$ cat config.mk
export PLATFORM = sky130hd
export DESIGN_NAME = rx_peak_report_buffer_flat
export DESIGN_NICKNAME = d
export VERILOG_FILES = /design/src/rtl/rx_peak_report_buffer_if.sv /design/src/rtl/rx_peak_report_buffer.sv /design/src/flat_wrapper.sv
export SDC_FILE = /design/constraint.sdc
export NUM_CORES = 1
export LEC_CHECK = 0
export ABC_AREA = 1
export ABC_CLOCK_PERIOD_IN_PS = 9650
export CAP_MARGIN = 20
export CELL_PAD_IN_SITES_DETAIL_PLACEMENT = 2
export CELL_PAD_IN_SITES_GLOBAL_PLACEMENT = 2
export CORE_MARGIN = 5
export CORE_UTILIZATION = 30
export CTS_CLUSTER_DIAMETER = 80
export CTS_CLUSTER_SIZE = 28
export DETAILED_ROUTE_END_ITERATION = 10
export DONT_BUFFER_PORTS = 1
export GPL_TIMING_DRIVEN = 0
export PLACE_DENSITY_LB_ADDON = 0.1
export SKIP_LAST_GASP = 1
export SYNTH_ARGS = -nofsm -noshare
export SYNTH_HDL_FRONTEND = slang
export SYNTH_SLANG_ARGS = --single-unit
$ cat constraint.sdc
create_clock -name crx_clk -period 9.65 [get_ports crx_clk]
set_input_delay 0.965 -clock crx_clk [delete_from_list [all_inputs] [get_ports crx_clk]]
set_output_delay 0.965 -clock crx_clk [all_outputs]
set_load 0.01 [all_outputs]
$ cat src/rtl/rx_peak_report_buffer_if.sv
// Report-buffer bus: peak-report write side, ARM read side, and status.
// The block itself connects through the slave modport; whatever drives it
// (peak detector / ARM glue / testbench) uses the master modport.
interface rx_peak_report_buffer_if #(
   parameter int DEPTH  = 8,
   parameter int DROP_W = 8
);
   localparam int CW = $clog2(DEPTH) + 1;

   logic                erx_en;
   logic signed [40:0]  isample_arm;
   logic [3:0]          ireceived_seq;
   logic [15:0]         itime_arm;
   logic                itrigger_arm;
   logic                iarm_rd;
   logic                iclr_ovf;

   logic signed [40:0]  o_peak;
   logic [3:0]          o_seq;
   logic [15:0]         o_time;
   logic                o_valid;
   logic [CW-1:0]       o_count;
   logic                o_overflow;
   logic [DROP_W-1:0]   o_drop_count;

   modport master (
      output erx_en, isample_arm, ireceived_seq, itime_arm, itrigger_arm,
             iarm_rd, iclr_ovf,
      input  o_peak, o_seq, o_time, o_valid, o_count, o_overflow, o_drop_count
   );

   modport slave (
      input  erx_en, isample_arm, ireceived_seq, itime_arm, itrigger_arm,
             iarm_rd, iclr_ovf,
      output o_peak, o_seq, o_time, o_valid, o_count, o_overflow, o_drop_count
   );
endinterface

$ cat src/rtl/rx_peak_report_buffer.sv
// First-word-fall-through FIFO holding peak reports for the ARM.
// Each report is {signed 41-bit peak, 4-bit sequence, 16-bit timestamp}.
// When full, new reports are dropped unless the ARM pops in the same cycle;
// drops set a sticky overflow flag and bump a saturating drop counter.
// Storage contents are never reset; only pointers, occupancy and status are.
module rx_peak_report_buffer #(
   parameter int DEPTH  = 8,
   parameter int DROP_W = 8
) (
   input logic                     crx_clk,
   input logic                     rrx_rst,
   rx_peak_report_buffer_if.slave  bus
);
   localparam int DATA_W = 41;
   localparam int SEQ_W  = 4;
   localparam int TIME_W = 16;
   localparam int AW     = (DEPTH > 1) ? $clog2(DEPTH) : 1;
   localparam int CW     = $clog2(DEPTH) + 1;
   localparam logic [CW-1:0] FULL_CNT = CW'(DEPTH);

   // Drop counter increment that sticks at all-ones.
   function automatic logic [DROP_W-1:0] sat_inc(input logic [DROP_W-1:0] v);
      return (&v) ? v : v + DROP_W'(1);
   endfunction

   logic signed [DATA_W-1:0] mem_peak [DEPTH];
   logic [SEQ_W-1:0]         mem_seq  [DEPTH];
   logic [TIME_W-1:0]        mem_time [DEPTH];

   logic [AW-1:0]     wr_ptr;
   logic [AW-1:0]     rd_ptr;
   logic [CW-1:0]     count;
   logic              overflow;
   logic [DROP_W-1:0] drop_count;

   logic empty;
   logic full;
   logic push_req;
   logic pop;
   logic push;
   logic drop;

   assign empty    = (count == '0);
   assign full     = (count == FULL_CNT);
   assign push_req = bus.itrigger_arm & bus.erx_en;
   // A read on an empty FIFO is ignored, even if a write lands this cycle.
   assign pop      = bus.iarm_rd & ~empty;
   // A full FIFO still accepts a write when the head is leaving this cycle.
   assign push     = push_req & (~full | pop);
   assign drop     = push_req & full & ~pop;

   // Report storage: plain write port, no reset on data.
   always_ff @(posedge crx_clk) begin
      if (push) begin
         mem_peak[wr_ptr] <= bus.isample_arm;
         mem_seq[wr_ptr]  <= bus.ireceived_seq;
         mem_time[wr_ptr] <= bus.itime_arm;
      end
   end

   // Pointers and occupancy; pointers wrap naturally since DEPTH is a power of two.
   always_ff @(posedge crx_clk) begin
      if (rrx_rst) begin
         wr_ptr <= '0;
         rd_ptr <= '0;
         count  <= '0;
      end else begin
         if (push) wr_ptr <= wr_ptr + AW'(1);
         if (pop)  rd_ptr <= rd_ptr + AW'(1);
         case ({push, pop})
            2'b10:   count <= count + CW'(1);
            2'b01:   count <= count - CW'(1);
            default: count <= count;
         endcase
      end
   end

   // Sticky overflow and drop counter; a drop in the clearing cycle wins.
   always_ff @(posedge crx_clk) begin
      if (rrx_rst) begin
         overflow   <= 1'b0;
         drop_count <= '0;
      end else if (drop) begin
         overflow   <= 1'b1;
         drop_count <= bus.iclr_ovf ? DROP_W'(1) : sat_inc(drop_count);
      end else if (bus.iclr_ovf) begin
         overflow   <= 1'b0;
         drop_count <= '0;
      end
   end

   // Head entry falls through to the outputs; zero when empty.
   assign bus.o_valid      = ~empty;
   assign bus.o_peak       = empty ? '0 : mem_peak[rd_ptr];
   assign bus.o_seq        = empty ? '0 : mem_seq[rd_ptr];
   assign bus.o_time       = empty ? '0 : mem_time[rd_ptr];
   assign bus.o_count      = count;
   assign bus.o_overflow   = overflow;
   assign bus.o_drop_count = drop_count;

endmodule

$ cat src/flat_wrapper.sv
// flat-port wrapper written by rule: the top's interface ports become plain ports
module rx_peak_report_buffer_flat 
#(
   parameter int DEPTH  = 8,
   parameter int DROP_W = 8
)
  (crx_clk, rrx_rst, bus_erx_en, bus_isample_arm, bus_ireceived_seq, bus_itime_arm, bus_itrigger_arm, bus_iarm_rd, bus_iclr_ovf, bus_o_peak, bus_o_seq, bus_o_time, bus_o_valid, bus_o_count, bus_o_overflow, bus_o_drop_count);
  rx_peak_report_buffer_if #(.DEPTH(DEPTH), .DROP_W(DROP_W)) bus_i ();
  input logic crx_clk;
  input logic rrx_rst;
  input wire logic [$bits(bus_i.erx_en)-1:0] bus_erx_en;
  input wire logic [$bits(bus_i.isample_arm)-1:0] bus_isample_arm;
  input wire logic [$bits(bus_i.ireceived_seq)-1:0] bus_ireceived_seq;
  input wire logic [$bits(bus_i.itime_arm)-1:0] bus_itime_arm;
  input wire logic [$bits(bus_i.itrigger_arm)-1:0] bus_itrigger_arm;
  input wire logic [$bits(bus_i.iarm_rd)-1:0] bus_iarm_rd;
  input wire logic [$bits(bus_i.iclr_ovf)-1:0] bus_iclr_ovf;
  output wire logic [$bits(bus_i.o_peak)-1:0] bus_o_peak;
  output wire logic [$bits(bus_i.o_seq)-1:0] bus_o_seq;
  output wire logic [$bits(bus_i.o_time)-1:0] bus_o_time;
  output wire logic [$bits(bus_i.o_valid)-1:0] bus_o_valid;
  output wire logic [$bits(bus_i.o_count)-1:0] bus_o_count;
  output wire logic [$bits(bus_i.o_overflow)-1:0] bus_o_overflow;
  output wire logic [$bits(bus_i.o_drop_count)-1:0] bus_o_drop_count;
  assign bus_i.erx_en = bus_erx_en;
  assign bus_i.isample_arm = bus_isample_arm;
  assign bus_i.ireceived_seq = bus_ireceived_seq;
  assign bus_i.itime_arm = bus_itime_arm;
  assign bus_i.itrigger_arm = bus_itrigger_arm;
  assign bus_i.iarm_rd = bus_iarm_rd;
  assign bus_i.iclr_ovf = bus_iclr_ovf;
  assign bus_o_peak = bus_i.o_peak;
  assign bus_o_seq = bus_i.o_seq;
  assign bus_o_time = bus_i.o_time;
  assign bus_o_valid = bus_i.o_valid;
  assign bus_o_count = bus_i.o_count;
  assign bus_o_overflow = bus_i.o_overflow;
  assign bus_o_drop_count = bus_i.o_drop_count;
  rx_peak_report_buffer #(.DEPTH(DEPTH), .DROP_W(DROP_W)) u_core (.crx_clk(crx_clk), .rrx_rst(rrx_rst), .bus(bus_i));
endmodule
==> run summary, run 1 <==
Die height - 271 um
# IOs - 142
Vias per cell - 5.08
Yosys top cell by area - edfxtp_1
Most numerous cell in the Yosys netlist - edfxtp_1
1st-iter DRT viols - 657
Power Dens Cells - 257 nW/um2
Layout Nets - 1,750
Final min period - 3770 ps
Met3 GRT Util - 0.0281
DR pass1 iterations - 5
Worst-margin pin slew - 900 ps
Sequential cell area fraction in the yosys report - 0.737
First-pass GRT wire length - 96.5 mm
DRC errors left - 0
Global-route track usage on met1 - 0.232
Post-synth ARST share - 0
Initial antenna violation count - 2
Mapped Area - 20,500 um2
Most frequent cells after synthesis - edfxtp_1, nor2_1, o21ai_0, nand2_1, o22ai_1
Worst Path Required - 8690 ps
Post-CTS Hold Buffers - 0
Core box area - 67,400 um2
CTS max path bufs - 3
Worst EP arrival - 2810 ps
Fillers - 6,940
Pleak - 0.00770 uW
Congestion Overflow GR - 0
Number of global-route vias before repair - 14,700
GR peak layer - met2
Layout cells sized above 1 - 0.111
Inserted Clock Buffers - 36
Final setup viols - 0
Wire length per cell - 25.3 um
Crit share post-route - 0.391
CTS tree - built
Buffers on Ports - 0
Postcts setup bufs - 0
Initial Utilization - 0.304
DR vias - 13,100
Fin Hold WS - 470 ps
Die extent in x - 271 um
Post-cts resize count - 0
Status - finished, final reports clean
Syn. warnings - 0
HP Class - primary input to flop
Area contributors post-synth - edfxtp_1, nor2_1, o21ai_0
Worst-Skew Late Latency - 580 ps
CP max FO - 10
Detailed placement HPWL - 42.9 mm
Syn_nets - 1,692
Worst VDD drop - 0.000108 V
GP Congestion - 0.722
Skew final - 24.3 ps
Max-Cap Viols - 0
Yosys reg bits - 510
Top cell type's share of synthesized area - 0.715
Final Max Tran Viols - 0
Rows - 95
Endpoint class of the critical path - output port
Die area - 73,600 um2
Final hold vios - 0
Yosys cell types - 40
Crit path kind - flop to output port
RSZ-0062 raised after global routing - false
Area Overhead vs Synth - 13.8%
Syn Area/Cell - 12.7 um2
Post-DRT Antenna Nets - 0
Number of synthesized flops with an enable pin - 488
H-tree depth - 2
CP Launch Type - flop
Met2 Usage GRT - 0.299
Gr usage total - 0.173
Max-slew headroom - 0.398
Clock-pin slew on the worst setup and hold paths - 110 ps
Largest net degree at the start of global routing - 28
Total clock sinks - 510
Diodes inserted - 0
Root Driver - clkbuf_16
Final WL - 65.1 mm
Synth Flop Type - edfxtp_1
Setup TNS after final layout - 0 ps
Fmax - 0.265 GHz
Synth Instances - 1,619
[per-stage QoR]
step / util / worst slack, ps / power [uW] / area, um2 / instances
floorplan: - / 5130 / 3680 / 20500 / 1619
global placement: 0.320 / 1750 / 4360 / 21600 / 2492
detailed placement: 0.327 / 6280 / 4410 / 22100 / 2512
CTS: 0.346 / 5720 / 6100 / 23300 / 2576
global route: 0.346 / 5700 / 6320 / 23300 / 2576
finish: 0.346 / 5880 / 5980 / 23300 / 2576
[logic make-up (layout without fill, tap and decap cells)]
kind of cell | count (synthesis) | in the layout | synth area share
XOR/XNOR | 4 | 4 | 0.00171
AND/OR/NAND/NOR | 580 | 580 | 0.111
flip-flops | 510 | 510 | 0.737
AO/OA/AOI/OAI | 390 | 390 | 0.109
adder cells (fa/ha/maj) | 6 | 6 | 0.00366
buffers and inverters | 129 | 213 | 0.0371
[sequential cells by signal, indices dropped and copies added, names as in the netlist, named ones only]
signal,flops
u_core.mem_peak,328
u_core.bus.o_overflow,1
u_core.wr_ptr,3
u_core.bus.o_drop_count,8
u_core.mem_seq,32
u_core.rd_ptr,3
u_core.bus.o_count,4
u_core.mem_time,128
[where the power goes]
group | leakage (uW) | total (uW) | internal, uW | switching [uW]
combinational | 0.00251 | 1790 | 472 | 1320
sequential | 0.00459 | 2510 | 2480 | 30.0
clock | 0.000602 | 1680 | 806 | 877
total | 0.00770 | 5980 | 3750 | 2230
[critical path, cell delays in order, from the launching register on]
cell and delay [ps]:
dfxtp_1 320, clkbuf_1 350, buf_2 400, buf_1 680
nor2_1 110, nor2_1 380
[worst paths after layout]
path	start	cells past startpoint	slack, ps	to
max	flop	5	5880	bus_o_time[8]
min	bus_isample_arm[28]	0	470	u_core.mem_peak[6][28]
max reg2reg	u_core.bus.o_count[2]	8	6810	u_core.mem_peak[1][4]
min reg2reg	u_core.wr_ptr[0]	2	500	u_core.wr_ptr[0]
[area by class of cell]
class	instances	area [um2]	share of cell area
clock buffers	39	933	0.0400
clock inverters	25	312	0.0134
flip-flops and latches	510	15100	0.647
multi-input cells	980	4690	0.201
inverters	28	113	0.00483
plain buffers	101	648	0.0278
well taps	873	1090	0.0469
repair buffers	20	430	0.0185
[routing by layer]
metal | vias up | part of all wire
li1 | 5946 | -
met1 | 6898 | 0.46
met2 | 166 | 0.49
met3 | 68 | 0.033
met4 | 0 | 0.019
met5 | - | 0
[cell usage in the layout, fill, tap and decap left out, drive strengths merged]
| master | n |
|---|---|
| or2 | 2 |
| inv | 41 |
| o21ai | 248 |
| buf | 83 |
| a21oi | 17 |
| a211oi | 1 |
| dfxtp | 22 |
| clkbuf | 77 |
| o21bai | 1 |
| clkinv | 8 |
| xor2 | 2 |
| edfxtp | 488 |
| o22ai | 61 |
| nand3b | 2 |
| xnor2 | 2 |
| clkinvlp | 2 |
| nand4 | 6 |
| bufinv | 2 |
| nor3 | 2 |
| nand2 | 109 |
| ha | 6 |
| nand3 | 8 |
| o211ai | 62 |
| nor3b | 2 |
| nor2 | 449 |
No activity file was read; power rests on OpenSTA's default activity.
==> inputs of run 2 (changes only) <==
--- a/config.mk
+++ b/config.mk
@@ -6,7 +6,7 @@
 export NUM_CORES = 1
 export LEC_CHECK = 0
 export ABC_AREA = 1
-export ABC_CLOCK_PERIOD_IN_PS = 9650
+export ABC_CLOCK_PERIOD_IN_PS = 3500
 export CAP_MARGIN = 20
 export CELL_PAD_IN_SITES_DETAIL_PLACEMENT = 2
 export CELL_PAD_IN_SITES_GLOBAL_PLACEMENT = 2
==> constraint.sdc (replaced) <==
create_clock -name crx_clk -period 3.5 [get_ports crx_clk]
set_input_delay 0.35 -clock crx_clk [delete_from_list [all_inputs] [get_ports crx_clk]]
set_output_delay 0.35 -clock crx_clk [all_outputs]
set_load 0.01 [all_outputs]
==> run summary, run 2 (synthesized netlist as in run 1, its figures left out) <==
Status - finished, final reports clean (unchanged)
CP max FO - 10 (unchanged)
Worst path cell trace - clkbuf_1 -> buf_2 -> clkbuf_1 -> nor2_1 -> nor2_1 (was clkbuf_1 -> buf_2 -> buf_1 -> nor2_1 -> nor2_1)
Final hold vios - 0 (unchanged)
Number of global-route vias before repair - 14,800 (was 14,700)
Area Overhead vs Synth - 16.2% (was 13.8%)
Most common cell after layout, fill and taps aside - edfxtp_1 (unchanged)
Initial Utilization - 0.304 (unchanged)
Final setup viols - 0 (unchanged)
Crit path kind - flop to output port (unchanged)
Postcts setup bufs - 0 (unchanged)
H-tree depth - 2 (unchanged)
Endpoint class of the critical path - output port (unchanged)
Cell Int Power - 10,300 uW (was 3750 uW)
1st-iter DRT viols - 756 (was 657)
Worst EP arrival - 2730 ps (was 2810 ps)
Power share of the clock group - 0.271 (was 0.281)
DR vias - 13,200 (was 13,100)
Worst VDD drop - 0.000302 V (was 0.000108 V)
Crit share post-route - 0.879
Top flop regs - u_core.mem_peak x328, u_core.mem_time x128, u_core.mem_seq x32 (unchanged)
CP endpoint - bus_o_peak[30] (was bus_o_time[8])
Pleak - 0.00791 uW (was 0.00770 uW)
Core box area - 67,400 um2 (unchanged)
Fin util - 0.353 (was 0.346)
Worst path slowest cell - clkbuf_1 (was buf_1)
CTS max path bufs - 3 (unchanged)
Fmax - 0.325 GHz
Comb power frac - 0.307 (was 0.300)
RSZ-0062 raised after global routing - false (unchanged)
Worst-Skew Late Latency - 560 ps (was 580 ps)
Worst Path Required - 3150 ps (was 8690 ps)
Buffers on Ports - 0 (unchanged)
Worst path max stage delay - 670 ps (was 680 ps)
Final Max Tran Viols - 0 (unchanged)
Largest Register - u_core.mem_peak (unchanged)
Die height - 271 um (unchanged)
Final min period - 3080 ps
Final setup margin - 422 ps (was 5880 ps)
Most frequent cells in the layout - edfxtp_1, nor2_1, o21ai_0, nand2_1, dlygate4sd3_1 (was edfxtp_1, nor2_1, o21ai_0, nand2_1, o22ai_1)
Levels on crit path - 5 (unchanged)
Min-Delay Path Depth - 3 (was 0)
Initial antenna violation count - 4 (was 2)
Rows - 95 (unchanged)
DR pass1 iterations - 5 (unchanged)
Sw Ratio - 0.372 (about the same)
CP Launch Type - flop (unchanged)
DRC errors left - 0 (unchanged)
Worst-margin pin slew - 911 ps (was 900 ps)
Power Dens Cells - 688 nW/um2 (was 257 nW/um2)
CTS tree - built (unchanged)
Max reg flops - 328 (unchanged)
Crit Reg-Reg Endpoint - u_core.bus.o_count[2] (was u_core.mem_peak[1][4])
Inserted Clock Buffers - 35 (was 36)
Wire length per cell - 24.5 um (was 25.3 um)
Critical path buffers and inverters - 3 (unchanged)
Final WL - 64.7 mm (was 65.1 mm)
Die area - 73,600 um2 (unchanged)
Post-DRT Antenna Nets - 0 (unchanged)
Max-Cap Viols - 0 (unchanged)
Crit-path leading delay family - buffers and inverters (unchanged)
NetSw - 6100 uW (was 2230 uW)
Area of placed instances - 22,000 um2 (was 22,100 um2)
Vias per cell - 5.01 (was 5.08)
Max-slew headroom - 0.391 (was 0.398)
Gr usage total - 0.173 (about the same)
Layout cells sized above 1 - 0.105 (was 0.111)
Fin Hold WS - 50.1 ps (was 470 ps)
First-pass GRT wire length - 96.5 mm (about the same)
Placement Setup Slack - 691 ps (was 6280 ps)
Seq pwr share - 0.422 (was 0.419)
Total clock sinks - 510 (unchanged)
Tot Pwr - 16,400 uW (was 5980 uW)
HP Class - primary input to flop (unchanged)
Fin area - 23,800 um2 (was 23,300 um2)
GP Congestion - 0.710 (was 0.722)
R2r startpoint - u_core.bus.o_count[0] (was u_core.bus.o_count[2])
Detailed placement HPWL - 42.2 mm (was 42.9 mm)
Clock-pin slew on the worst setup and hold paths - 90 ps (was 110 ps)
Die extent in x - 271 um (unchanged)
Layout Nets - 1,808 (was 1,750)
Worst R2R Path Depth - 13 (was 8)
Skew final - 21.8 ps (was 24.3 ps)
# IOs - 142 (unchanged)
Root Driver - clkbuf_16 (unchanged)
Largest net degree at the start of global routing - 27 (was 28)
Congestion Overflow GR - 0 (unchanged)
Reg2reg setup slack - 790 ps (was 6810 ps)
[run 2: power groups by stage]
stage	sequential (uW)	combinational (uW)	clock (uW)
global route	6930	5620	4830
detailed placement	7050	5070	0
CTS	6910	5220	4620
global placement	7060	4950	0
floorplan	7030	3120	0
finish	6900	5030	4440
[run 2: worst min path at each step]
stage	startpoint	end
2_1_floorplan	bus_isample_arm[0]	u_core.mem_peak[0][0]
3_3_place_gp	bus_isample_arm[34]	u_core.mem_peak[3][34]
3_5_place_dp	bus_isample_arm[34]	u_core.mem_peak[0][34]
4_1_cts	bus_iarm_rd	u_core.bus.o_overflow
5_1_grt	bus_iarm_rd	u_core.bus.o_overflow
6_report	bus_iarm_rd	u_core.bus.o_overflow
[run 2: area by class of cell]
cell class	count	area (um2)
fillers	6951	43600
flip-flops and latches	510	15100
inverters	28	113
plain buffers	101	648
well taps	873	1090
multi-input cells	980	4690
repair buffers	79	983
clock buffers	39	933
diodes	3	7.51
clock inverters	23	248
[run 2: timing repair]
action | 4_1_cts | 5_1_grt
hold buffers | 62 | 0
endpoints found under the hold margin | 489 | 0
resized for setup | 0 | 0
[run 2: per-stage QoR]
stage | instances | setup TNS (ps)
floorplan | 1619 | -128860
global placement | 2492 | -1212270
detailed placement | 2509 | 0
CTS | 2633 | 0
global route | 2633 | 0
finish | 2636 | 0
[run 2: layer usage]
layer  routed length (um)  GRT usage  part of all wire  vias up
met2                32400      0.303              0.50      154
met1                29100      0.230              0.45     6909
met5                    7          0           0.00011        -
met4                  986     0.0327             0.015        2
met3                 2110     0.0268             0.033       64
li1                     -          -                 -     6075
[run 2: tightest hold or removal path, delay by kind of cell]
kind / cells / cell delay, ps
AOI/OAI and AO/OA: 1 / 60
and+or+nand+nor: 2 / 150
==> inputs of run 3 (changes only) <==
--- a/config.mk
+++ b/config.mk
@@ -6,7 +6,7 @@
 export NUM_CORES = 1
 export LEC_CHECK = 0
 export ABC_AREA = 1
-export ABC_CLOCK_PERIOD_IN_PS = 3500
+export ABC_CLOCK_PERIOD_IN_PS = 2530
 export CAP_MARGIN = 20
 export CELL_PAD_IN_SITES_DETAIL_PLACEMENT = 2
 export CELL_PAD_IN_SITES_GLOBAL_PLACEMENT = 2
@@ -16,7 +16,6 @@
 export CTS_CLUSTER_SIZE = 28
 export DETAILED_ROUTE_END_ITERATION = 10
 export DONT_BUFFER_PORTS = 1
-export GPL_TIMING_DRIVEN = 0
 export PLACE_DENSITY_LB_ADDON = 0.1
 export SKIP_LAST_GASP = 1
 export SYNTH_ARGS = -nofsm -noshare
==> constraint.sdc (replaced) <==
create_clock -name crx_clk -period 2.53 [get_ports crx_clk]
set_input_delay 0.253 -clock crx_clk [delete_from_list [all_inputs] [get_ports crx_clk]]
set_output_delay 0.253 -clock crx_clk [all_outputs]
set_load 0.01 [all_outputs]
==> run summary, run 3 (synthesized netlist as in run 1, its figures left out) <==
Status - finished, final reports clean (unchanged)
Worst-margin pin slew - 887 ps (was 911 ps)
Fin Hold WS - 90.9 ps (was 50.1 ps)
First-pass GRT wire length - 92.6 mm (was 96.5 mm)
Gr usage total - 0.163 (was 0.173)
Congestion Overflow GR - 0 (unchanged)
Final min period - 2450 ps
Worst-Skew Late Latency - 570 ps (was 560 ps)
Die area - 73,600 um2 (unchanged)
GP Congestion - 0.700 (was 0.710)
Root Driver - clkbuf_16 (unchanged)
Number of global-route vias before repair - 14,500 (was 14,800)
Power Dens Cells - 959 nW/um2 (was 688 nW/um2)
Critical path buffers and inverters - 3 (unchanged)
Diodes inserted - 0 (was 3)
Initial antenna violation count - 1 (was 4)
Core box area - 67,400 um2 (unchanged)
Crit-path leading delay family - flip-flops (was buffers and inverters)
RSZ-0062 raised after global routing - true (was false)
Buffers on Ports - 0 (unchanged)
Die height - 271 um (unchanged)
Worst path max stage delay - 490 ps (was 670 ps)
CP max FO - 13 (was 10)
Tot Pwr - 23,200 uW (was 16,400 uW)
Skew final - 12.0 ps (was 21.8 ps)
Final Max Tran Viols - 0 (unchanged)
HP Class - primary input to flop (unchanged)
Worst path cell trace - buf_12 -> buf_16 -> nor2_1 -> nor2_1 -> o21ai_0 -> o211ai_1 -> nand2_1 -> nor2_2 -> buf_4 (was clkbuf_1 -> buf_2 -> clkbuf_1 -> nor2_1 -> nor2_1)
CTS max path bufs - 3 (unchanged)
Largest Register - u_core.mem_peak (unchanged)
Clock-pin slew on the worst setup and hold paths - 80 ps (was 90 ps)
Die extent in x - 271 um (unchanged)
Final Non-Filler Cells - 2,615 (was 2,636)
Detailed placement HPWL - 33.9 mm (was 42.2 mm)
CP Launch Type - flop (unchanged)
Vias per cell - 4.99 (was 5.01)
CTS tree - built (unchanged)
Worst path slowest cell - dfxtp_4 (was clkbuf_1)
Final setup viols - 0 (unchanged)
Layout cells sized above 1 - 0.129 (was 0.105)
Max-slew headroom - 0.407 (was 0.391)
Fmax - 0.409 GHz
Crit path kind - flop to output port (unchanged)
Most frequent cells in the layout - edfxtp_1, nor2_1, o21ai_0, nand2_1, dlygate4sd3_1 (unchanged)
Endpoint class of the critical path - output port (unchanged)
Rows - 95 (unchanged)
Max-Cap Viols - 0 (unchanged)
Crit share post-route - 0.967
Pleak - 0.00804 uW (was 0.00791 uW)
Max reg flops - 328 (unchanged)
Top flop regs - u_core.mem_peak x328, u_core.mem_time x128, u_core.mem_seq x32 (unchanged)
Inserted Clock Buffers - 37 (was 35)
DR pass1 iterations - 5 (unchanged)
H-tree depth - 2 (unchanged)
Area Overhead vs Synth - 18.2% (was 16.2%)
Worst VDD drop - 0.000756 V (was 0.000302 V)
Post-DRT Antenna Nets - 0 (unchanged)
Cell mode on critical path - nor2_1
Most common cell after layout, fill and taps aside - edfxtp_1 (unchanged)
Total clock sinks - 510 (unchanged)
DR vias - 13,100 (was 13,200)
DRC errors left - 0 (unchanged)
Initial Utilization - 0.304 (unchanged)
Wire length per cell - 23.6 um (was 24.5 um)
Worst EP arrival - 2190 ps (was 2730 ps)
# IOs - 142 (unchanged)
Dpl cells - 2,463 (was 2,509)
1st-iter DRT viols - 667 (was 756)
Largest net degree at the start of global routing - 84 (was 27)
Worst Path Required - 2280 ps (was 3150 ps)
Layout Nets - 1,792 (was 1,808)
Final WL - 61.6 mm (was 64.7 mm)
Final hold vios - 0 (unchanged)
-- run 3: changes by cell type in the layout (fill, tap and decap cells not counted), sizes merged, moves of 3 or more --
cell / delta
buf: +9
clkbuf: -32
clkinv: +6
diode: -3
dlygate4sd3: +3
inv: -5
-- run 3: worst paths after layout --
| kind | cells after the start | slack (ps) | startpoint | endpoint |
|---|---|---|---|---|
| min reg2reg | 2 | 500 | u_core.wr_ptr[0] | u_core.wr_ptr[0] |
| max | 9 | 80 | flop | bus_o_time[2] |
| min | 3 | 90 | bus_iclr_ovf | u_core.bus.o_overflow |
| max reg2reg | 13 | 260 | u_core.bus.o_count[0] | u_core.bus.o_count[2] |
-- run 3: per-stage QoR --
step / setup TNS [ps] / utilization / area (um2) / setup WS (ps)
after floorplan: -178250 / - / 20500 / -500
after global placement: 0 / 0.324 / 21800 / 379
after detailed placement: 0 / 0.324 / 21800 / 335
after CTS: -186 / 0.354 / 23900 / -65.7
after global routing: -263 / 0.359 / 24200 / -41.7
final: 0 / 0.359 / 24200 / 82.6
-- run 3: where the power goes --
| part | switching [uW] | total, uW | internal, uW |
|---|---|---|---|
| Combinational | 4940 | 7640 | 2700 |
| Clock | 3180 | 5990 | 2800 |
| Sequential | 147 | 9590 | 9450 |
-- run 3: per-layer routing --
layer	share of wire	GRT usage
met1	0.46	0.217
met2	0.50	0.287
met3	0.026	0.0207
met4	0.012	0.0316
met5	0	0
-- run 3: layout make-up --
cell class / instances / area, um2
fill: 6858 / 43200
sequential: 510 / 15100
multi-input combinational: 980 / 4780
timing repair buffer: 162 / 1970
tap: 873 / 1090
clock buffer: 39 / 933
clock inverter: 23 / 209
inverter: 28 / 121
-- run 3: worst min-delay path, cell delays in order --
cell and delay, ps:
clkinv_1 160, nand2_1 70, a21oi_1 130
-- run 3: repair_timing --
item                                    in CTS  in global routing
buffers inserted                             5                 11
pin swaps                                    1                  7
gates cloned                                 3                  7
endpoints found under the hold margin      510                  0
endpoints found under the setup margin      52                 53
gates resized for setup                     23                 37
hold buffers                                65                  0
